File: config.mk
export PLATFORM = sky130hd
export DESIGN_NAME = mdu_ctrl
export DESIGN_NICKNAME = d
export VERILOG_FILES = /design/src/rtl/mdu_pkg.sv /design/src/rtl/MULTU.sv /design/src/rtl/mdu_ctrl.sv
export SDC_FILE = /design/constraint.sdc
export NUM_CORES = 2
export LEC_CHECK = 0
export ABC_AREA = 1
export ABC_CLOCK_PERIOD_IN_PS = 10200
export BUFFER_PORTS_ARGS = -buffer_cell sky130_fd_sc_hd__buf_4
export CORE_MARGIN = 2
export CORE_UTILIZATION = 59
export DETAILED_ROUTE_END_ITERATION = 6
export PLACE_DENSITY = 0.79
export REMOVE_ABC_BUFFERS = 1
export SYNTH_ARGS = -nofsm -noshare
export SYNTH_HDL_FRONTEND = slang
export SYNTH_HIERARCHICAL = 1
export SYNTH_SLANG_ARGS = --single-unit
File: constraint.sdc
create_clock -name clk -period 10.2 [get_ports clk]
set_clock_uncertainty 0.1 [all_clocks]
set_input_delay 2.04 -clock clk [delete_from_list [all_inputs] [get_ports clk]]
set_output_delay 2.04 -clock clk [all_outputs]
set_load 0.01 [all_outputs]
File: src/rtl/mdu_pkg.sv
// mdu_pkg: op and state encodings, MUL_LAT bounds and sign helper shared by the multiply unit.
package mdu_pkg;
   localparam logic [1:0] MDU_MULTU = 2'b00;
   localparam logic [1:0] MDU_MULT  = 2'b01;
   localparam logic [1:0] MDU_MTHI  = 2'b10;
   localparam logic [1:0] MDU_MTLO  = 2'b11;
   localparam int MUL_LAT_MIN = 1;
   localparam int MUL_LAT_MAX = 15;
   localparam int CNT_W       = 4;
   typedef enum logic {MDU_IDLE = 1'b0, MDU_CALC = 1'b1} mdu_state_e;
   // 0x80000000 negates to itself, which is the correct unsigned magnitude
   function automatic logic [31:0] mag(input logic [31:0] v);
      return v[31] ? -v : v;
   endfunction
endpackage

File: src/rtl/MULTU.sv
// MULTU: combinational 32x32 unsigned array multiplier; operands are held by the caller for a multicycle window.
module MULTU (
   input  logic        clk,
   input  logic        reset,
   input  logic [31:0] a,
   input  logic [31:0] b,
   output logic [63:0] z
);
   assign z = {32'b0, a} * {32'b0, b};
   a_stable: assert property (@(posedge clk) disable iff (reset) $stable(a) && $stable(b) |-> $stable(z));
endmodule

File: src/rtl/mdu_ctrl.sv
// mdu_ctrl: multicycle HI/LO multiply controller with MFHI/MFLO stall generation.
// Define MDU_SIGNED_EN to make op=MULT signed (magnitude operands plus 64-bit negate); otherwise MULT runs unsigned.
module mdu_ctrl
   import mdu_pkg::*;
#(
   parameter int MUL_LAT = 4
) (
   input  logic        clk,
   input  logic        reset,
   input  logic        start,
   input  logic [1:0]  op,
   input  logic [31:0] a,
   input  logic [31:0] b,
   input  logic        rd_hilo,
   output logic        busy,
   output logic        done,
   output logic        stall,
   output logic [31:0] hi,
   output logic [31:0] lo
);
   if (MUL_LAT < MUL_LAT_MIN || MUL_LAT > MUL_LAT_MAX) begin : g_lat_chk
      $error("mdu_ctrl: MUL_LAT out of range");
   end
   mdu_state_e state_q, state_d;
   logic [CNT_W-1:0] cnt_q, cnt_d;
   logic [31:0] opa_q, opa_d, opb_q, opb_d, hi_q, hi_d, lo_q, lo_d;
   logic done_q, done_d;
   logic [63:0] z, result;
`ifdef MDU_SIGNED_EN
   logic neg_q, neg_d, sgn;
   assign sgn    = op == MDU_MULT;
   assign result = neg_q ? ~z + 64'd1 : z;
`else
   assign result = z;
`endif
   MULTU u_mul (.clk(clk), .reset(~reset), .a(opa_q), .b(opb_q), .z(z));
   always_comb begin
      state_d = state_q;
      cnt_d   = cnt_q;
      opa_d   = opa_q;
      opb_d   = opb_q;
      hi_d    = hi_q;
      lo_d    = lo_q;
      done_d  = 1'b0;
`ifdef MDU_SIGNED_EN
      neg_d   = neg_q;
`endif
      if (state_q == MDU_IDLE && start) begin
         if (!op[1]) begin
            state_d = MDU_CALC;
            cnt_d   = CNT_W'(MUL_LAT);
`ifdef MDU_SIGNED_EN
            opa_d   = sgn ? mag(a) : a;
            opb_d   = sgn ? mag(b) : b;
            neg_d   = sgn & (a[31] ^ b[31]);
`else
            opa_d   = a;
            opb_d   = b;
`endif
         end else if (op == MDU_MTLO) lo_d = a;
         else hi_d = a;
      end else if (state_q == MDU_CALC) begin
         cnt_d = cnt_q - CNT_W'(1);
         if (cnt_q == CNT_W'(1)) begin
            {hi_d, lo_d} = result;
            done_d       = 1'b1;
            state_d      = MDU_IDLE;
         end
      end
   end
   always_ff @(posedge clk or negedge reset) begin
      if (!reset) begin
         state_q <= MDU_IDLE;
         cnt_q   <= '0;
         opa_q   <= '0;
         opb_q   <= '0;
         hi_q    <= '0;
         lo_q    <= '0;
         done_q  <= 1'b0;
      end else begin
         state_q <= state_d;
         cnt_q   <= cnt_d;
         opa_q   <= opa_d;
         opb_q   <= opb_d;
         hi_q    <= hi_d;
         lo_q    <= lo_d;
         done_q  <= done_d;
      end
   end
`ifdef MDU_SIGNED_EN
   always_ff @(posedge clk or negedge reset) begin
      if (!reset) neg_q <= 1'b0;
      else neg_q <= neg_d;
   end
`endif
   assign busy  = state_q == MDU_CALC;
   assign done  = done_q;
   assign stall = rd_hilo & busy;
   assign hi    = hi_q;
   assign lo    = lo_q;
endmodule

Word-level counts from Yosys, hierarchy flattened
Index checks and enable logic that the tools add are counted.
{"block": "classes", "add_sub_neg": 1, "mul": 1, "n_eq_ne": 6, "mux": 20, "bitwise_logic": 3, "reduce_logical": 7}
{"cell": "$mux W32", "count": 10}
{"cell": "$mul A32 B32 Y64", "count": 1}
{"cell": "$mux W4", "count": 3}
{"cell": "$reduce_and A4 Y1", "count": 2}
{"cell": "$mux W1", "count": 7}
{"cell": "$ne A2 B2 Y1 const B", "count": 3}
{"cell": "$eq A4 B1 Y1 const B", "count": 1}
{"cell": "$reduce_and A2 Y1", "count": 2}
{"cell": "$reduce_bool A2 Y1", "count": 2}
{"cell": "$sub A4 B1 Y4 const B", "count": 1}
{"cell": "$eq A2 B2 Y1 const B", "count": 1}
{"cell": "$ne A2 B1 Y1 const B", "count": 1}
{"cell": "$not A1 Y1", "count": 2}
{"cell": "$and A1 B1 Y1", "count": 1}
{"cell": "$logic_and A1 B1 Y1", "count": 1}
{"block": "totals", "ff_bits": 134, "output_inout_bits": 67}

Logic depth before layout (Yosys ltp)
{"block": "logic_depth", "word_depth": 4, "depth_mapped": 34, "ltp_nobuf": 33}

Cells and area by module
Netlist, hierarchy kept.
{"module": "MULTU", "instances": 1, "cells_each": 4957, "area_each_um2": 36167.2, "seq_area_each_um2": 0.0}
{"module": "mdu_ctrl", "instances": 1, "cells_each": 762, "area_each_um2": 6075.8, "seq_area_each_um2": 3353.2}

Worst setup path after synthesis
No wires, ideal clock.
{"block": "synth_timing", "path_kind": "register to register", "from": "register opa_q[25]", "to": "register hi_q[28], in the netlist hi[28]", "setup_ns": 0.117, "arrival_ns": 6.300, "path_slack_ns": 3.683, "path_stages_with_launch": 31, "n_path_buf": 1, "synth_period_minus_slack_ns": 6.517, "cell_sequence": "dfrtp_1 clkbuf_1 nand2_1 fa_1 inv_1 fa_1 inv_1 fa_1 inv_1 fa_1 fa_1 fa_1 fa_1 inv_1 fa_1 inv_1 ha_1 nand2_1 nand2_1 a21oi_1 nand2_1 nand2_1 nand2_1 a21oi_1 nand2_1 nand2_1 nand2_1 nand2_1 nand2_1 nand3_1 nand2_1"}
{"block": "synth_via", "elab_chain_cells": 4}
{"item": "start: declaration", "line": "mdu_ctrl.sv:26", "source": "logic [31:0] opa_q, opa_d, opb_q, opb_d, hi_q, hi_d, lo_q, lo_d;"}
{"item": "start signal: assignment", "line": "mdu_ctrl.sv:83", "source": "opa_q <= opa_d;"}
{"item": "$mul A32 B32 Y64", "line": "MULTU.sv:9", "source": "assign z = {32'b0, a} * {32'b0, b};"}
{"item": "net result[60]", "line": "mdu_ctrl.sv:28", "source": "logic [63:0] z, result;"}
{"item": "$mux W32", "line": "mdu_ctrl.sv:64", "source": "if (cnt_q == CNT_W'(1)) begin"}
{"item": "$mux W32", "line": "mdu_ctrl.sv:62", "source": "end else if (state_q == MDU_CALC) begin"}
{"item": "$mux W32", "line": "mdu_ctrl.sv:48", "source": "if (state_q == MDU_IDLE && start) begin"}
{"item": "end signal: assignment", "line": "mdu_ctrl.sv:85", "source": "hi_q <= hi_d;"}
{"item": "end: declaration", "line": "mdu_ctrl.sv:26"}
The timed path passes the listed nets, and every way through them passes these cells. The select of a mux whose other input is x is not followed.
A chain may end at the register's enable or synchronous reset.

Worst setup path in the final report
{"block": "layout_timing", "from": "register opb_q[5]", "to": "register lo_q[23], in the netlist lo[23]"}
{"block": "layout_via", "elab_chain_cells": 4}
{"item": "start: declaration", "line": "mdu_ctrl.sv:26"}
{"item": "start signal: assignment", "line": "mdu_ctrl.sv:84", "source": "opb_q <= opb_d;"}
{"item": "$mul A32 B32 Y64", "line": "MULTU.sv:9"}
{"item": "net result[23]", "line": "mdu_ctrl.sv:28"}
{"item": "$mux W32", "line": "mdu_ctrl.sv:64"}
{"item": "$mux W32", "line": "mdu_ctrl.sv:62"}
{"item": "$mux W32", "line": "mdu_ctrl.sv:48"}
{"item": "end signal: assignment", "line": "mdu_ctrl.sv:86", "source": "lo_q <= lo_d;"}
{"item": "end: declaration", "line": "mdu_ctrl.sv:26"}
The timed path passes the listed nets, and every way through them passes these cells. The select of a mux whose other input is x is not followed.

==> reports/qor.yml <==
outcome:
  outcome: "finished with violations"
  violations: "design-rule violations"
routing:
  wire_per_inst_um: 18.9
  route.met3.wl_um: 12700
  drtPass1Iterations: 7
  vias: 35437
  wl_met2_um: 60100
  drt-met1-wl_um: 48500
  ant_nets: 0
  routed_via_density: 5.29
  highest_layer: "met5"
  detail_route.iter0.violations: 3483
  drc: 12
  routed_wl_um: 127000
placement:
  placed_area_sq_mm: 0.0442
  place_congestion: 1.05
  hpwlAfterDp_um: 105000
  port_buffers: 136
worst_setup_path:
  worstSetupStartpointType: "flip-flop"
  critPathMaxFanout: 18
  cp.arrival_ns: 8.54
  worstSetupPathType: "flip-flop to flip-flop"
  end_kind: "flip-flop"
  cpPeakStageDelay_ns: 0.92
  critical_path_required_ns: 10.53
  path_delay_family: "adder cells"
  cp_num_buf_inv: 7
  critPathSlowestCell: "dfrtp_1"
  cp_common_cell: "fa_1"
sta:
  min_period_ns: 8.22
  max_freq_mhz: 122
  hold_viol: 0
  fin_crit_sh_pct: 80.5
  setup_viol: 0
  slew_violations: 0
  slew_headroom_pct: 10.9
  finalSetupTns_ns: 0
  rsz0062_at_grt: "false"
  tightest_slew_ns: 1.33
final_layout:
  nNetsFinal: 6964
  syn2layout_area_growth_pct: 6.07
  fin_area_sq_mm: 0.0448
  final_layout_size_suffix_gt1_share_pct: 6.13
floorplanning:
  core_sq_mm: 0.0712
  initial_core_util_pct: 59.3
  die_w_um: 272
  die-area_sq_mm: 0.0737
  ioPinCount: 137
  fp.dieH_um: 272
  num_rows: 98
synth:
  synth_area_sq_mm: 0.0422
  syn_avg_cell_area_sq_um: 7.39
  synthCells: 5718
  ys_warn_count: 6
global_routing:
  grt_max_degree: 94
  first_global_vias: 37351
  antenna_found_initial: 2
  grt_usage_pct: 35.8
  gr-total-overflow: 0
  grt_pass1_wl_um: 203000
clock_tree:
  cts_buffer_depth: 2
  worstSkewPairLatency_ns: 0.51
  cts_hold_buf: 0
  cts_resized: 0
  clock_sinks: 134
  clk_pin_slew_worst_paths_ns: 0.07
  h-tree-depth: 4
  cts_tree: "done"
  cts_inserted_buffers: 17
  clockRootBuffer: "clkbuf_16"
  cts_setup_buffers: 0
min_path:
  worstHoldPathType: "flip-flop to flip-flop"
flow_run:
  drv_cap: 0
[stage by stage]
step / setup WS (ns) / instances / util (%) / hold WS [ns]
2_1_floorplan: 3.42 / 5478 / - / 0.401
3_5_place_dp: 2.21 / 6664 / 62.0 / 0.360
4_1_cts: 2.15 / 6696 / 62.9 / 0.378
3_3_place_gp: 2.21 / 6664 / 62.0 / 0.356
6_report: 1.98 / 6698 / 62.9 / 0.376
5_1_grt: 1.69 / 6696 / 62.9 / 0.405
[final timing paths]
path	slack [ns]	from	endpoint	depth (start not counted)
setup / recovery	1.98	opb_q[5]	lo[23]	27
hold / removal	0.38	lo[0]	lo[0]	2
setup reg to reg	1.98	opb_q[5]	lo[23]	27
hold reg to reg	0.38	lo[0]	lo[0]	2
max in group asynchronous	7.04	reset	opa_q[6]	2
min in group asynchronous	1.59	reset	lo[0]	1
[per-layer routing]
metal,vias up,global-route usage [%]
met5,-,0
met4,2,14.4
met3,347,7.79
met2,1839,58.2
met1,17434,46.7
li1,15815,-
[worst register-to-register path, cell delays in order, from the launching register on]
cell and delay (ns):
dfrtp_1 0.92, buf_4 0.39, nand2_1 0.14, inv_1 0.12
fa_1 0.42, fa_1 0.50, fa_1 0.52, inv_1 0.05
fa_1 0.49, inv_1 0.08, fa_1 0.50, inv_1 0.05
fa_1 0.52, inv_1 0.06, fa_1 0.41, fa_1 0.51
ha_1 0.48, nand2_1 0.15, nor2_1 0.28, nand2_1 0.16
inv_1 0.11, nand4_1 0.11, nand3_2 0.17, xor2_1 0.48
nand2_1 0.13, nand2_1 0.12, nand3_1 0.09, nand2_1 0.11
[flip-flops by register name, indices dropped and copies added (netlist names)]
name / cells
opa_q: 32
hi: 32
lo: 32
done: 1
opb_q: 32
cnt_q: 4
busy: 1
[final cells by class]
type | count | area (sq um)
diodes | 2 | 5.00
clock buffers | 18 | 439
clock inverters | 14 | 159
fillers | 6149 | 26400
inverters | 1804 | 6770
multi-input cells | 3540 | 31100
flip-flops and latches | 134 | 3350
well taps | 950 | 1190
repair buffers | 236 | 1780
[cells in the final DEF (no fill, tap or decap), types with 12 or more instances in the layout]
master / count
xor2_1: 32
ha_1: 265
o21bai_1: 12
nand4_1: 16
dfrtp_1: 134
a21oi_1: 45
inv_1: 1792
nand2_1: 1887
nor2_1: 79
inv_2: 12
nand3_1: 154
nor2_2: 20
nand2_2: 23
buf_4: 235
o21ai_0: 66
clkbuf_16: 17
fa_1: 896
Power is left out: the tool's default activity adds up to more than one toggle a clock period on the data nets, which glitch-free logic cannot reach.
